===== src/rtl/proc_pkg.sv =====
// Shared types for the processor run controller: run-state encoding and default counter width.
package proc_pkg;

    typedef enum logic [1:0] {
        IDLE     = 2'd0,
        RST_HOLD = 2'd1,
        RUN      = 2'd2,
        DONE     = 2'd3
    } state_t;

    localparam int DEF_CNT_W = 8;

endpackage


===== src/rtl/proc_run_ctrl_sat_counter.sv =====
// Saturating up-counter with synchronous clear; sticks at all-ones instead of wrapping.
module sat_counter import proc_pkg::*; #(
    parameter int W = DEF_CNT_W
) (
    input  logic         clock,
    input  logic         reset,
    input  logic         i_clr,
    input  logic         i_inc,
    output logic [W-1:0] o_count
);

    logic [W-1:0] r_count;

    always_ff @(posedge clock) begin
        if (reset || i_clr) begin
            r_count <= '0;
        end else if (i_inc && (r_count != {W{1'b1}})) begin
            r_count <= r_count + 1'b1;
        end
    end

    assign o_count = r_count;

endmodule


===== src/rtl/proc_run_ctrl.sv =====
// Run controller for processor cores: reset hold, execution window, stop on timeout or zero flag.
module proc_run_ctrl import proc_pkg::*; #(
    parameter int NUM_CORES  = 1,
    parameter int RST_CYCLES = 2,
    parameter int MAX_CYCLES = 7,
    parameter int CNT_W      = DEF_CNT_W
) (
    input  logic                       clock,
    input  logic                       reset,
    input  logic                       start,
    input  logic                       abort,
    input  logic                       stop_on_zero,
    input  logic [NUM_CORES-1:0]       core_mask,
    input  logic [NUM_CORES-1:0]       zero,
    output logic [NUM_CORES-1:0]       core_reset,
    output logic [NUM_CORES-1:0]       core_en,
    output logic [CNT_W-1:0]           cycle_count,
    output logic [NUM_CORES*CNT_W-1:0] zero_count,
    output logic                       busy,
    output logic                       done,
    output logic                       timeout
);

    localparam int HOLD_W = $clog2(RST_CYCLES + 1);

    state_t               r_state;
    logic [HOLD_W-1:0]    r_hold;
    logic [CNT_W-1:0]     r_cycle;
    logic [NUM_CORES-1:0] r_core_reset;
    logic [NUM_CORES-1:0] r_core_en;
    logic                 r_busy;
    logic                 r_done;
    logic                 r_timeout;

    logic [NUM_CORES-1:0] w_zero_hit;
    logic                 w_zero_stop;
    logic                 w_last;
    logic                 w_clr;
    logic                 w_run;

    assign w_zero_hit  = zero & core_mask;
    assign w_zero_stop = stop_on_zero && (|w_zero_hit);
    assign w_last      = (r_cycle == CNT_W'(MAX_CYCLES - 1));
    assign w_clr       = start && !abort && ((r_state == IDLE) || (r_state == DONE));
    // abort freezes the counters on the cycle it is seen
    assign w_run       = (r_state == RUN) && !abort;

    always_ff @(posedge clock) begin
        if (reset) begin
            r_state      <= IDLE;
            r_hold       <= '0;
            r_cycle      <= '0;
            r_core_reset <= '1;
            r_core_en    <= '0;
            r_busy       <= 1'b0;
            r_done       <= 1'b0;
            r_timeout    <= 1'b0;
        end else if (abort) begin
            r_state      <= IDLE;
            r_core_reset <= '1;
            r_core_en    <= '0;
            r_busy       <= 1'b0;
            r_done       <= 1'b0;
        end else begin
            case (r_state)
                IDLE, DONE: begin
                    if (start) begin
                        r_state      <= RST_HOLD;
                        r_hold       <= HOLD_W'(RST_CYCLES);
                        r_cycle      <= '0;
                        r_timeout    <= 1'b0;
                        r_core_reset <= '1;
                        r_core_en    <= '0;
                        r_busy       <= 1'b1;
                        r_done       <= 1'b0;
                    end
                end
                RST_HOLD: begin
                    r_hold <= r_hold - 1'b1;
                    if (r_hold == HOLD_W'(1)) begin
                        r_state      <= RUN;
                        r_core_reset <= ~core_mask;
                        r_core_en    <= core_mask;
                    end
                end
                RUN: begin
                    r_cycle <= r_cycle + 1'b1;
                    // zero stop takes precedence when it coincides with the last budget cycle
                    if (w_zero_stop || w_last) begin
                        r_state      <= DONE;
                        r_timeout    <= !w_zero_stop;
                        r_core_reset <= '0;
                        r_core_en    <= '0;
                        r_busy       <= 1'b0;
                        r_done       <= 1'b1;
                    end else begin
                        r_core_reset <= ~core_mask;
                        r_core_en    <= core_mask;
                    end
                end
                default: begin
                    r_state <= IDLE;
                end
            endcase
        end
    end

    for (genvar gi = 0; gi < NUM_CORES; gi++) begin : g_zc
        sat_counter #(.W(CNT_W)) u_zc (
            .clock   (clock),
            .reset   (reset),
            .i_clr   (w_clr),
            .i_inc   (w_run && w_zero_hit[gi]),
            .o_count (zero_count[gi*CNT_W +: CNT_W])
        );
    end

    assign core_reset  = r_core_reset;
    assign core_en     = r_core_en;
    assign cycle_count = r_cycle;
    assign busy        = r_busy;
    assign done        = r_done;
    assign timeout     = r_timeout;

endmodule

===== config.mk =====
export PLATFORM = sky130hd
export DESIGN_NAME = proc_run_ctrl
export DESIGN_NICKNAME = d
export VERILOG_FILES = /design/src/rtl/proc_pkg.sv /design/src/rtl/proc_run_ctrl_sat_counter.sv /design/src/rtl/proc_run_ctrl.sv
export SDC_FILE = /design/constraint.sdc
export NUM_CORES = 1
export LEC_CHECK = 0
export BUFFER_PORTS_ARGS = -buffer_cell sky130_fd_sc_hd__buf_4
export CAP_MARGIN = 20
export CORE_ASPECT_RATIO = 0.7
export CORE_MARGIN = 2
export CORE_UTILIZATION = 55
export CTS_BUF_LIST = sky130_fd_sc_hd__clkbuf_16
export DETAILED_ROUTE_END_ITERATION = 16
export MAX_ROUTING_LAYER = met4
export PLACE_DENSITY = 0.8
export SYNTH_ARGS = -nofsm -noshare
export SYNTH_HDL_FRONTEND = slang
export SYNTH_HIERARCHICAL = 1
export SYNTH_SLANG_ARGS = --single-unit

===== constraint.sdc =====
create_clock -name clock -period 3.6 [get_ports clock]
set_input_delay 0.54 -clock clock [delete_from_list [all_inputs] [get_ports clock]]
set_output_delay 0.54 -clock clock [all_outputs]
set_load 0.05 [all_outputs]

### Yosys cells after proc, flatten, opt, wreduce, memory -nomap -nowiden

Cells that the tools add are included.

| operators by class | value |
|---|---|
| add/sub/neg operators | 3 |
| equality and inequality tests | 9 |
| mux-type cells | 22 |
| bitwise logic cells | 3 |
| reduce and logical (&&, ||, !) cells | 22 |

Operators with widths:

| operator | number |
|---|---|
| adder 8 x 1 -> 8 bit, second input constant | 2 |
| one-hot mux 8 bit (2 select lines) | 1 |
| AND reduction 3 bit | 4 |
| two-way mux 1 bit | 9 |
| equality test 8 x 3 -> 1 bit, second input constant | 1 |
| two-way mux 2 bit | 4 |
| two-way mux 8 bit | 1 |
| != test 8 bit, second input constant | 1 |
| logical AND 1 bit | 6 |
| one-hot mux 1 bit (2 select lines) | 3 |
| one-hot mux 1 bit (3 select lines) | 2 |
| one-hot mux 2 bit (3 select lines) | 1 |
| equality test 2 x 1 -> 1 bit, second input constant | 2 |
| equality test 2 bit, second input constant | 2 |
| != test 2 bit, second input constant | 2 |
| one-hot mux 2 bit (2 select lines) | 1 |
| AND reduction 4 bit | 1 |
| nonzero test 2 bit | 2 |
| OR reduction 2 bit | 2 |
| logical OR 1 bit | 3 |
| logical NOT 1 bit | 2 |
| logical NOT 2 bit | 1 |
| != test 2 x 1 -> 1 bit, second input constant | 1 |
| NOT 1 bit | 2 |
| 3 further kinds | 3 |

| storage, ports and cells | value |
|---|---|
| bits in registers | 25 |
| output and inout bits | 21 |
| logic and storage cells | 68 |

### Depth between registers and ports, before layout

Gate-level depths: netlist of run 1.

| depth | value |
|---|---|
| depth after elaboration | 5 |
| depth in mapped cells | 7 |
| depth with buffers taken out | 7 |

### Hierarchy

Netlist of run 1, hierarchy kept.

By module, submodules not included:

| module | times used | cells each | area each (um^2) |
|---|---|---|---|
| proc_run_ctrl | 1 | 108 | 922.1 |
| sat_counter | 1 | 48 | 421.7 |

### Least setup slack after synthesis of run 1

Ideal clock, no wire load.

| timing | value |
|---|---|
| kind | register -> register |
| from | register r_cycle[0], in the netlist cycle_count[0] |
| to | register r_core_en, in the netlist core_en |
| data arrival time | 1.879 ns |
| required time | 3.505 ns |
| setup slack | 1.625 ns |
| cell stages (with the launch flop) | 7 |
| buffers on the path | 0 |
| period minus slack after synthesis | 1.975 ns |
| cells stage by stage | dfxtp_1 > inv_1 > ha_1 > nor4b_1 > a311o_1 > nor2b_1 > a221oi_1 |

| between the ends | value |
|---|---|
| cells in the longest elaborated chain, start to end | 4 |

Ends and longest elaborated chain:

| item | line | RTL |
|---|---|---|
| start, declared | proc_run_ctrl.sv:28 | `logic [CNT_W-1:0] r_cycle;` |
| start signal, assigned | proc_run_ctrl.sv:87 | `r_cycle <= r_cycle + 1'b1;` |
| equality test 8 x 3 -> 1 bit | proc_run_ctrl.sv:43 | `assign w_last = (r_cycle == CNT_W'(MAX_CYCLES - 1));` |
| logical OR 1 bit | proc_run_ctrl.sv:89 | `if (w_zero_stop \|\| w_last) begin` |
| two-way mux 1 bit | proc_run_ctrl.sv:89 |  |
| one-hot mux 1 bit (3 select lines) | proc_run_ctrl.sv:65 | `case (r_state)` |
| end signal, assigned | proc_run_ctrl.sv:83 | `r_core_en <= core_mask;` |
| end signal, assigned | proc_run_ctrl.sv:98 | `r_core_en <= core_mask;` |
| end, declared | proc_run_ctrl.sv:30 | `logic [NUM_CORES-1:0] r_core_en;` |

No other way between the ends.
A chain may end at the register's enable or synchronous reset.

### Final worst setup path of run 1

| timing | value |
|---|---|
| from | register r_state[0] |
| to | register g_zc[0].u_zc.r_count[3] |

| between the ends | value |
|---|---|
| cells in the longest elaborated chain, start to end | 4 |
| elaborated cells between the ends (all ways) | 9 |

Ends and longest elaborated chain:

| item | line | RTL |
|---|---|---|
| start, declared | proc_run_ctrl.sv:26 | `state_t r_state;` |
| start signal, assigned | proc_run_ctrl.sv:50 | `r_state <= IDLE;` |
| start signal, assigned | proc_run_ctrl.sv:59 | `r_state <= IDLE;` |
| start signal, assigned | proc_run_ctrl.sv:68 | `r_state <= RST_HOLD;` |
| equality test 2 bit, or another cell as far along | proc_run_ctrl.sv:46 | `assign w_run = (r_state == RUN) && !abort;` |
| logical AND 1 bit or logical OR 1 bit (tied branches) | proc_run_ctrl.sv:46, proc_run_ctrl.sv:44 |  |
| logical AND 1 bit (on tied branches) | proc_run_ctrl.sv:113, proc_run_ctrl.sv:44 |  |
| logical AND 1 bit or logical OR 1 bit (tied branches) | proc_run_ctrl_sat_counter.sv:17, proc_run_ctrl_sat_counter.sv:15 |  |
| end signal, assigned | proc_run_ctrl_sat_counter.sv:18 | `r_count <= r_count + 1'b1;` |
| end, declared | proc_run_ctrl_sat_counter.sv:12 | `logic [W-1:0] r_count;` |

Several ways; a longest one is shown, not always the timed one.

==> impl_metrics.csv, run 1 <==
group,metric,value,unit
critical_path,crit_path_start,"r_state[0]",
route,num_vias,1273,
critical_path,setup.reg_to_reg.worst_slack,1.46,ns
yosys,synth_async_sr_flop_share,0,%
pwr,p_per_area,385.2,mW/mm2
cells_and_area,syn2layout_area_growth,22.25,%
critical_path,worst-path-max-fanout,5,
sta,clock-skew-final,0.006473,ns
route,drt.antenna.violating_nets,0,
pwr,p_sw_share,25.85,%
clock_tree,clock_insertion_delay_worst_skew,0.26,ns
grt,first_global_vias,1153,
sta,final_period_minus_worst_setup_slack,2.139,ns
sta,final_max_slew_viol_count,0,
sta,slew_headroom,51.78,%
outcome,run_status,"completed",
pwr,vdd_ir_drop_max,0.2542,mV
placement,placement.cell_area,0.001563,mm2
yosys,synth-edff-count,0,
min_path,hold_class,"reg -> reg",
yosys,synth_area,0.001344,mm2
floorplanning,dieWidth,63.08,um
clock_tree,cts.htree.levels,1,
yosys,yosys.cell_types.count,44,
sta,unrepaired_setup_endpoints_after_global_routing,"no",
route,drt-wirelength-per-cell,14.54,um
yosys,syn_avg_cell_area,8.614,um2
yosys,yosys.area_share.simple,30.17,%
sta,count_of_endpoints_failing_setup_in_the_final_report,0,
grt,gr-usage-all-layers,24.40,%
route,totalWireLength,3.126,mm
route,drc,0,
grt,grt_max_degree,15,
clock_tree,cts.hold.buffers_added,0,
yosys,synth_xor_xnor_area_share,2.607,%
yosys,post_synth_mux_area_share,3.724,%
min_path,hp-start,"done",
floorplanning,boundaryPins,28,
cells_and_area,layout.cells.most_common,"buf_4",
cells_and_area,drive_above_1_share,21.86,%
sta,fin_tns_setup,0,ns
pwr,share_comb_of_total_power,15.3,%
yosys,synth-seq-cells,25,
clock_tree,tritoncts,"built",
clock_tree,tritoncts_num_sinks,25,
clock_tree,buffers_inserted_by_post_cts_timing_repair,0,
pwr,switching_power,163.6,uW
critical_path,worst-endpoint-required,3.79,ns
grt,grt_antenna_before_repair,0,
run,maxCapViolations,0,
cells_and_area,antenna-diode-count,0,
route,dr.first_iter.drc_count,113,
pwr,power,632.9,uW
critical_path,category_of_the_critical_setup_timing_path,"reg -> reg",
sta,final_hold_viol_count,0,
floorplanning,core_ar,0.002225,mm2
floorplanning,floorplan.initialDensity,60.40,%
critical_path,start_kind,"flop",
sta,max_freq,0.4676,GHz
clock_tree,maximum_clock_insertion_buffer_count,2,
placement,dp.final_hpwl,2.321,mm
yosys,cells_after_synthesis,156,
clock_tree,cts.clk_slew.worst_paths,0.06,ns
placement,gp_routability_congestion,0.8468,
critical_path,worst-endpoint-arrival,2.32,ns
clock_tree,cts_resized,0,
yosys,synth_top_family_by_area,"simple AND/OR/NAND/NOR gates",
pwr,static_leak,0.6589,nW
sta,hold-worst-slack,0.4737,ns
pwr,cell_internal_pwr,469.3,uW
yosys,yosys_warnings,6,
clock_tree,cts-root-buf,"clkbuf_16",
yosys,synth.yosys.seq_area_share,37.24,%
grt,grt_overflow_total,0,
critical_path,end_kind,"flop",
cells_and_area,layout_common_cells,"buf_4 (27), dfxtp_1 (25), nor2_1 (16), nand2_1 (13)",
placement,port_buffers,27,
floorplanning,die-height,45.36,um
clock_tree,numCtsBuffers,3,
route,drt_pre_antenna_iters,4,
critical_path,reg2reg_from,"r_state[0]",
yosys,synth_fa_ha_area_share,6.518,%
cells_and_area,design.final.nets,198,
yosys,syn-num-nets,170,
floorplanning,core.rowCount,14,
floorplanning,die-area,0.002861,mm2
grt,grt_first_pass_wirelength,5.230,mm
yosys,synth-compound-area-share,15.46,%
cells_and_area,finalInstanceArea,0.001643,mm2
yosys,synth-main-ff-cell,"dfxtp_1",
sta,worst_pin_slew,0.7167,ns
route,routed_via_density,5.921,
sta,period_share,59.41,%
pwr,power.sequential.fraction,46.3,%
pwr,power_frac_clock,38.4,%
worst max-delay path: stages (launching register included):
cell	delay (ns)
dfxtp_1	0.34
inv_1	0.07
ha_1	0.22
inv_1	0.12
nor3_1	0.47
and4_1	0.36
a21boi_0	0.27
mux2i_1	0.22
final cells by class:
class | instances | area (um2)
timing repair buffer | 27 | 202.7
sequential | 25 | 500.5
clock inverter | 1 | 5.005
clock buffer | 3 | 75.07
tap | 32 | 40.04
inverter | 9 | 33.78
multi-input combinational | 118 | 785.8
fill | 167 | 581.8
path summary, 6_finish.rpt:
kind	to	cells past startpoint
min	done	2
max	g_zc[0].u_zc/o_count[3]	7
max reg2reg	g_zc[0].u_zc/o_count[3]	7
min reg2reg	done	2
power by group through the flow:
stage               logic, mW  registers [mW]  clock network [mW]
global placement       0.0923           0.299                   0
floorplan              0.0540           0.313                   0
global route            0.106           0.295               0.259
detailed placement     0.0952           0.299                   0
CTS                    0.0955           0.293               0.247
finish                 0.0968           0.293               0.243
cell usage after synthesis, types with 2 or more instances:
| library cell | n | area [um2] |
|---|---|---|
| or3_1 | 4 | 25.02 |
| nor4b_1 | 2 | 17.52 |
| a211oi_1 | 2 | 15.01 |
| a21oi_1 | 9 | 45.04 |
| a31o_2 | 2 | 17.52 |
| dfxtp_1 | 25 | 500.5 |
| nand2_1 | 13 | 48.80 |
| ha_1 | 7 | 87.58 |
| nor4_1 | 4 | 25.02 |
| a221oi_1 | 2 | 17.52 |
| and4_1 | 2 | 17.52 |
| nand3_1 | 6 | 30.03 |
| mux2i_1 | 5 | 50.05 |
| o21ai_0 | 5 | 25.02 |
| clkbuf_1 | 2 | 7.510 |
| nor2b_1 | 3 | 18.77 |
| nor3_1 | 3 | 15.01 |
| inv_1 | 9 | 33.78 |
| nand4_1 | 3 | 18.77 |
| and3b_1 | 3 | 26.28 |
| xnor2_1 | 4 | 35.03 |
| and3_1 | 4 | 25.02 |
| nor2_1 | 16 | 60.06 |
metal layers:
metal  part of all wire, %  track usage (%)  wire length, um
met5                     0                -                0
met4                  0.32            5.333               10
met3                   5.4            5.237              168
met2                    47            42.77             1476
met1                    47            29.57             1470
kinds of logic (layout without fill, tap and decap cells):
logic type	after synthesis	after routing
AOI/OAI and AO/OA	30	30
xor gates and xnor gates	4	4
adders and majority gates	7	7
buffers and inverters	13	40
DFF	25	25
muxes	5	5
and+or+nand+nor	72	72
per-stage QoR:
step	worst slack (ns)	utilization, %	instances
detailed placement	1.507	70.25	211
finish	1.461	73.85	215
CTS	1.509	73.85	215
global route	1.280	73.85	215
global placement	1.600	70.25	211
floorplan	1.625	-	156
sequential cells by signal, indices dropped and copies added, names as in the netlist:
signal,flops
busy,1
core_en,1
core_reset,1
cycle_count,8
done,1
g_zc.u_zc/o_count,8
r_hold,2
r_state,2
timeout,1
(Power assumes the default switching activity.)
==> run 2, diff against run 1 <==
--- a/config.mk
+++ b/config.mk
@@ -9,11 +9,11 @@
 export CAP_MARGIN = 20
 export CORE_ASPECT_RATIO = 0.7
 export CORE_MARGIN = 2
-export CORE_UTILIZATION = 55
+export CORE_UTILIZATION = 53
 export CTS_BUF_LIST = sky130_fd_sc_hd__clkbuf_16
 export DETAILED_ROUTE_END_ITERATION = 16
 export MAX_ROUTING_LAYER = met4
-export PLACE_DENSITY = 0.8
+export PLACE_DENSITY = 0.78
 export SYNTH_ARGS = -nofsm -noshare
 export SYNTH_HDL_FRONTEND = slang
 export SYNTH_HIERARCHICAL = 1
==> constraint.sdc (replaced) <==
create_clock -name clock -period 2.15 [get_ports clock]
set_input_delay 0.3225 -clock clock [delete_from_list [all_inputs] [get_ports clock]]
set_output_delay 0.3225 -clock clock [all_outputs]
set_load 0.05 [all_outputs]
==> impl_metrics.csv, run 2 (same netlist as run 1, synthesis figures left out) <==
group,metric,value,unit
sta,slew_headroom,66.74,%
sta,final_hold_viol_count,0,
clock_tree,tritoncts_num_sinks,25,
sta,count_of_endpoints_failing_setup_in_the_final_report,0,
critical_path,worst-endpoint-arrival,2.21,ns
sta,clock-skew-final,0.005867,ns
route,drt-wirelength-per-cell,14.30,um
sta,final_max_slew_viol_count,0,
sta,period_share,94.09,%
clock_tree,cts.htree.levels,1,
clock_tree,cts_resized,0,
critical_path,setup.reg_to_reg.worst_slack,0.13,ns
floorplanning,core_ar,0.002440,mm2
clock_tree,cts.hold.buffers_added,0,
critical_path,worst-path-max-fanout,4,
sta,worst_pin_slew,0.4971,ns
pwr,power,1.077,mW
placement,dp.final_hpwl,2.447,mm
grt,met1_track_demand_over_resource_in_global_routing,28.16,%
route,drt_pre_antenna_iters,4,
cells_and_area,antenna-diode-count,0,
clock_tree,buffers_inserted_by_post_cts_timing_repair,0,
cells_and_area,finalInstanceArea,0.001690,mm2
critical_path,worst_r2r_path_depth,6,
floorplanning,core.rowCount,15,
pwr,vdd_ir_drop_max,0.3906,mV
critical_path,end_kind,"flop",
grt,first_global_vias,1168,
route,drt.antenna.violating_nets,0,
clock_tree,cts.clk_slew.worst_paths,0.07,ns
cells_and_area,drive_above_1_share,24.34,%
grt,grt_antenna_before_repair,0,
grt,grt_use_met2,40.42,%
floorplanning,boundaryPins,28,
clock_tree,numCtsBuffers,3,
min_path,hold_class,"in -> reg",
sta,unrepaired_setup_endpoints_after_global_routing,"no",
grt,grt_first_pass_wirelength,5.168,mm
pwr,p_per_area,637.0,mW/mm2
clock_tree,clock_insertion_delay_worst_skew,0.26,ns
sta,max_freq,0.4943,GHz
floorplanning,floorplan.initialDensity,55.08,%
floorplanning,die-area,0.002961,mm2
grt,grt_max_degree,15,
cells_and_area,layout.cells.most_common,"buf_4",
run,maxCapViolations,0,
sta,fin_tns_setup,0,ns
cells_and_area,design.final.nets,204,
route,dr.first_iter.drc_count,90,
floorplanning,dieWidth,64.19,um
placement,placement.cell_area,0.001610,mm2
critical_path,worst-endpoint-required,2.34,ns
grt,grt_overflow_total,0,
floorplanning,die-height,46.13,um
outcome,run_status,"completed",
grt,top_usage_layer,"met2",
critical_path,cp_cell_sequence,"inv_1 > ha_1 > nor2b_4 > or4_4 > or3_1 > a21oi_1",
route,totalWireLength,3.188,mm
critical_path,start_kind,"flop",
placement,gp_routability_congestion,0.8738,
cells_and_area,syn2layout_area_growth,25.79,%
clock_tree,cts-root-buf,"clkbuf_16",
critical_path,category_of_the_critical_setup_timing_path,"reg -> reg",
route,routed_via_density,5.816,
placement,port_buffers,27,
grt,use_met3,5.623,%
min_path,holdPathStages,2,
cells_and_area,layout_common_cells,"buf_4 (33), dfxtp_1 (25), nor2_1 (16), nand2_1 (13)",
sta,final_period_minus_worst_setup_slack,2.023,ns
grt,gr-usage-all-layers,23.43,%
critical_path,cpPeakStageDelay,0.49,ns
clock_tree,tritoncts,"built",
critical_path,critPathSlowestCell,"or4_4",
route,num_vias,1297,
route,drc,0,
pwr,static_leak,0.6905,nW
clock_tree,maximum_clock_insertion_buffer_count,2,
## run 2: report_power, final
group / internal, mW / switching [mW] / total (mW) / leakage [nW]
Clock: 0.250 / 0.162 / 0.412 / 0.0409
Combinational: 0.0689 / 0.109 / 0.178 / 0.447
Sequential: 0.476 / 0.00982 / 0.486 / 0.202
Total: 0.796 / 0.281 / 1.08 / 0.690
## run 2: cell type report
type | instances | area, um2
multi-input cells | 118 | 785.8
fillers | 200 | 749.5
flip-flops and latches | 25 | 500.5
repair buffers | 33 | 247.7
clock buffers | 3 | 75.07
well taps | 34 | 42.54
inverters | 9 | 33.78
clock inverters | 1 | 5.005
## run 2: critical path: cells and delay by family, from the launching register on
family | cells | cell delay (ns)
buffers and inverters | 1 | 0.07
flip-flops | 1 | 0.40
AO/OA/AOI/OAI | 1 | 0.16
adder cells (fa/ha/maj) | 1 | 0.34
AND/OR/NAND/NOR | 3 | 0.98
## run 2: layer usage
layer	up-vias	wire length [um]
li1	633	-
met1	621	1474
met2	39	1492
met3	4	191
met4	0	29
met5	-	0
## run 2: per-stage QoR
| step | instances | util [%] | hold WS [ns] | setup slack, ns |
|---|---|---|---|---|
| after floorplan | 156 | - | 0.3946 | 0.1755 |
| after global placement | 219 | 66.00 | 0.4791 | 0.2370 |
| after detailed placement | 219 | 66.00 | 0.4828 | 0.1614 |
| after CTS | 223 | 69.28 | 0.3164 | 0.1328 |
| after global routing | 223 | 69.28 | 0.3222 | 0.02570 |
| final | 223 | 69.28 | 0.3191 | 0.1270 |
## run 2: final timing paths
kind / start / to
max: r_state[0] / cycle_count[5]
min: reset / timeout
max reg2reg: r_state[0] / cycle_count[5]
min reg2reg: g_zc[0].u_zc/o_count[1] / g_zc[0].u_zc/o_count[1]
==> run 3, diff against run 2 <==
--- a/config.mk
+++ b/config.mk
@@ -9,12 +9,11 @@
 export CAP_MARGIN = 20
 export CORE_ASPECT_RATIO = 0.7
 export CORE_MARGIN = 2
-export CORE_UTILIZATION = 53
+export CORE_UTILIZATION = 50
 export CTS_BUF_LIST = sky130_fd_sc_hd__clkbuf_16
 export DETAILED_ROUTE_END_ITERATION = 16
 export MAX_ROUTING_LAYER = met4
-export PLACE_DENSITY = 0.78
+export PLACE_DENSITY = 0.74
 export SYNTH_ARGS = -nofsm -noshare
 export SYNTH_HDL_FRONTEND = slang
-export SYNTH_HIERARCHICAL = 1
 export SYNTH_SLANG_ARGS = --single-unit
==> impl_metrics.csv, run 3 <==
group,metric,value,unit
grt,grt_first_pass_wirelength,4.540,mm
cells_and_area,seqCellArea,500.5,um2
clock_tree,numCtsBuffers,3,
cells_and_area,syn2layout_area_growth,24.12,%
grt,grt_max_degree,15,
yosys,yosys_warnings,0,
sta,final_period_minus_worst_setup_slack,1.985,ns
critical_path,critPathSlowestCell,"dfxtp_1",
sta,worst_pin_slew,0.5640,ns
cells_and_area,design.final.nets,188,
yosys,synth_area,0.001276,mm2
critical_path,setup.reg_to_reg.worst_slack,0.16,ns
placement,gp_routability_congestion,0.8630,
clock_tree,cts.htree.levels,1,
route,num_vias,1158,
floorplanning,boundaryPins,28,
sta,clock-skew-final,0.002935,ns
yosys,synth-main-ff-cell,"dfxtp_1",
sta,max_freq,0.5037,GHz
floorplanning,floorplan.initialDensity,52.31,%
route,routed-wl-met2,1.422,mm
cells_and_area,finalInstanceArea,0.001584,mm2
critical_path,worst-path-max-fanout,9,
cells_and_area,layout_common_cells,"buf_4 (27), dfxtp_1 (25), nor2_1 (18), a21oi_1 (9)",
pwr,p_per_area,660.3,mW/mm2
yosys,post_synth_most_frequent_cells,"dfxtp_1 (25), nor2_1 (18), a21oi_1 (9)",
critical_path,cp_top_family,"simple AND/OR/NAND/NOR gates",
critical_path,worst_r2r_path_depth,6,
sta,final_hold_viol_count,0,
grt,gr-usage-all-layers,20.64,%
clock_tree,clock_insertion_delay_worst_skew,0.26,ns
cells_and_area,multi_input_gate_area_in_the_final_layout,732.0,um2
critical_path,category_of_the_critical_setup_timing_path,"reg -> reg",
yosys,syn-num-nets,159,
route,dr.first_iter.drc_count,55,
route,route.layer.met1.wl,1.364,mm
pwr,vdd_ir_drop_max,0.4735,mV
critical_path,cp_cell_sequence,"inv_1 > ha_1 > nor2b_2 > or3_1 > or3_1 > a21oi_1",
route,totalWireLength,2.919,mm
placement,port_buffers,27,
pwr,power,1.046,mW
cells_and_area,drive_above_1_share,21.39,%
yosys,synth-seq-cells,25,
sta,fin_tns_setup,0,ns
route,top_layer_used,"met4",
floorplanning,core.rowCount,15,
route,routed_via_density,5.594,
critical_path,worstSetupEndpoint,"cycle_count[6]",
yosys,synth_async_sr_flop_share,0,%
clock_tree,cts-root-buf,"clkbuf_16",
placement,placement.cell_area,0.001501,mm2
route,drt-wirelength-per-cell,14.10,um
cells_and_area,layout.cells.most_common,"buf_4",
critical_path,reg2reg_from,"r_state[0]",
route,drt.antenna.violating_nets,0,
clock_tree,maximum_clock_insertion_buffer_count,2,
clock_tree,tritoncts,"built",
route,met3_wirelength,126,um
critical_path,worst-endpoint-arrival,2.17,ns
floorplanning,die-area,0.002979,mm2
critical_path,start_kind,"flop",
route,drc,0,
min_path,hold_class,"in -> reg",
critical_path,cp_num_cells,6,
critical_path,critical_path_buf_inv_count,1,
critical_path,cpPeakStageDelay,0.40,ns
grt,grt_overflow_total,0,
critical_path,rr_endpoint,"cycle_count[6]",
cells_and_area,antenna-diode-count,0,
sta,final_max_slew_viol_count,0,
outcome,run_status,"completed",
sta,count_of_endpoints_failing_setup_in_the_final_report,0,
floorplanning,core_ar,0.002440,mm2
yosys,cells_after_synthesis,145,
route,drt_pre_antenna_iters,4,
yosys,synth.yosys.seq_area_share,39.22,%
cells_and_area,fill_count,216,
yosys,synth_area_leaders,"dfxtp_1 (39%), ha_1 (6.9%), nor2_1 (5.3%)",
critical_path,worst-endpoint-required,2.34,ns
yosys,synth-edff-count,0,
floorplanning,die-height,46.27,um
pwr,static_leak,0.6321,nW
critical_path,critical_path.most_common_cell,"or3_1",
sta,period_share,92.33,%
run,maxCapViolations,0,
grt,first_global_vias,1058,
sta,slew_headroom,62.11,%
yosys,netlist.top_cell.by_area,"dfxtp_1",
grt,grt_antenna_before_repair,0,
clock_tree,cts.clk_slew.worst_paths,0.06,ns
critical_path,crit_path_start,"r_state[0]",
clock_tree,tritoncts_num_sinks,25,
yosys,yosys.cell_types.count,40,
critical_path,end_kind,"flop",
placement,dp.final_hpwl,2.148,mm
floorplanning,dieWidth,64.39,um
yosys,synth_top_cell_area_share,39.22,%
yosys,syn_avg_cell_area,8.802,um2
yosys,yosysMostFrequentCell,"dfxtp_1",
-- run 3: cell types whose count changed after synthesis, moves of 2 or more --
cell / previous run / this run
mux2i_1: 5 / 1
nand2_1: 13 / 7
and3b_1: 3 / 0
and4_1: 2 / 0
a221oi_1: 2 / 0
o211ai_1: 0 / 2
inv_1: 9 / 7
xor2_1: 0 / 5
nor2_1: 16 / 18
-- run 3: routing by layer --
metal / track usage, % / vias up
met3: 6.601 / 2
met5: - / -
met2: 36.04 / 26
li1: - / 583
met1: 24.22 / 547
met4: 3.404 / 0
-- run 3: final cells by class --
type	instances	area share (%)
multi-input cells	110	46.21
clock buffers	3	4.739
repair buffers	27	12.80
well taps	34	2.686
inverters	7	1.659
flip-flops and latches	25	31.60
clock inverters	1	0.3160
-- run 3: timing repair --
item / 4_1_cts / 5_1_grt
buffers inserted: 0 / 0
hold buffers: 0 / 0
endpoints found under the setup margin: 0 / 2
resized for setup: 0 / 1
-- run 3: worst min path at each step --
stage	start	to	slack [ns]	cells after the start
detailed placement	r_hold[1]	r_hold[1]	0.46	2
CTS	reset	r_hold[1]	0.31	2
finish	reset	timeout	0.31	2
global route	reset	r_hold[0]	0.32	2
global placement	r_hold[0]	r_hold[0]	0.46	2
floorplan	r_hold[1]	r_hold[1]	0.44	2
-- run 3: per-stage QoR --
step                      setup WS (ns)  hold slack [ns]  std cells  util [%]
after global placement           0.2401           0.4560        203     61.54
after CTS                        0.1006           0.3056        207     64.82
after global routing           -0.01079           0.3182        207     64.92
final                            0.1649           0.3106        207     64.92
after detailed placement         0.1188           0.4618        203     61.54
after floorplan                  0.3391           0.4437        145         -
-- run 3: power breakdown --
| part | leakage [nW] | internal, mW | switching, mW | total (mW) |
|---|---|---|---|---|
| registers | 0.202 | 0.476 | 0.0121 | 0.488 |
| clock network | 0.0409 | 0.250 | 0.158 | 0.408 |
| logic | 0.389 | 0.0513 | 0.0990 | 0.150 |
-- run 3: logic make-up (layout without fill, tap and decap cells) --
| group | after synthesis | in the layout | share of synthesized area, % |
|---|---|---|---|
| flip-flops | 25 | 25 | 39.22 |
| AO/OA/AOI/OAI | 33 | 33 | 17.26 |
| AND/OR/NAND/NOR | 60 | 60 | 26.08 |
| buffers and inverters | 10 | 38 | 3.627 |
| XOR/XNOR | 9 | 9 | 6.176 |
| multiplexers | 1 | 1 | 0.7843 |
| adder cells (fa/ha/maj) | 7 | 7 | 6.862 |
-- run 3: worst register-to-register path, stage by stage, from the launching register on --
cell     delay (ns)
dfxtp_1        0.40
inv_1          0.07
ha_1           0.34
nor2b_2        0.23
or3_1          0.37
or3_1          0.36
a21oi_1        0.15
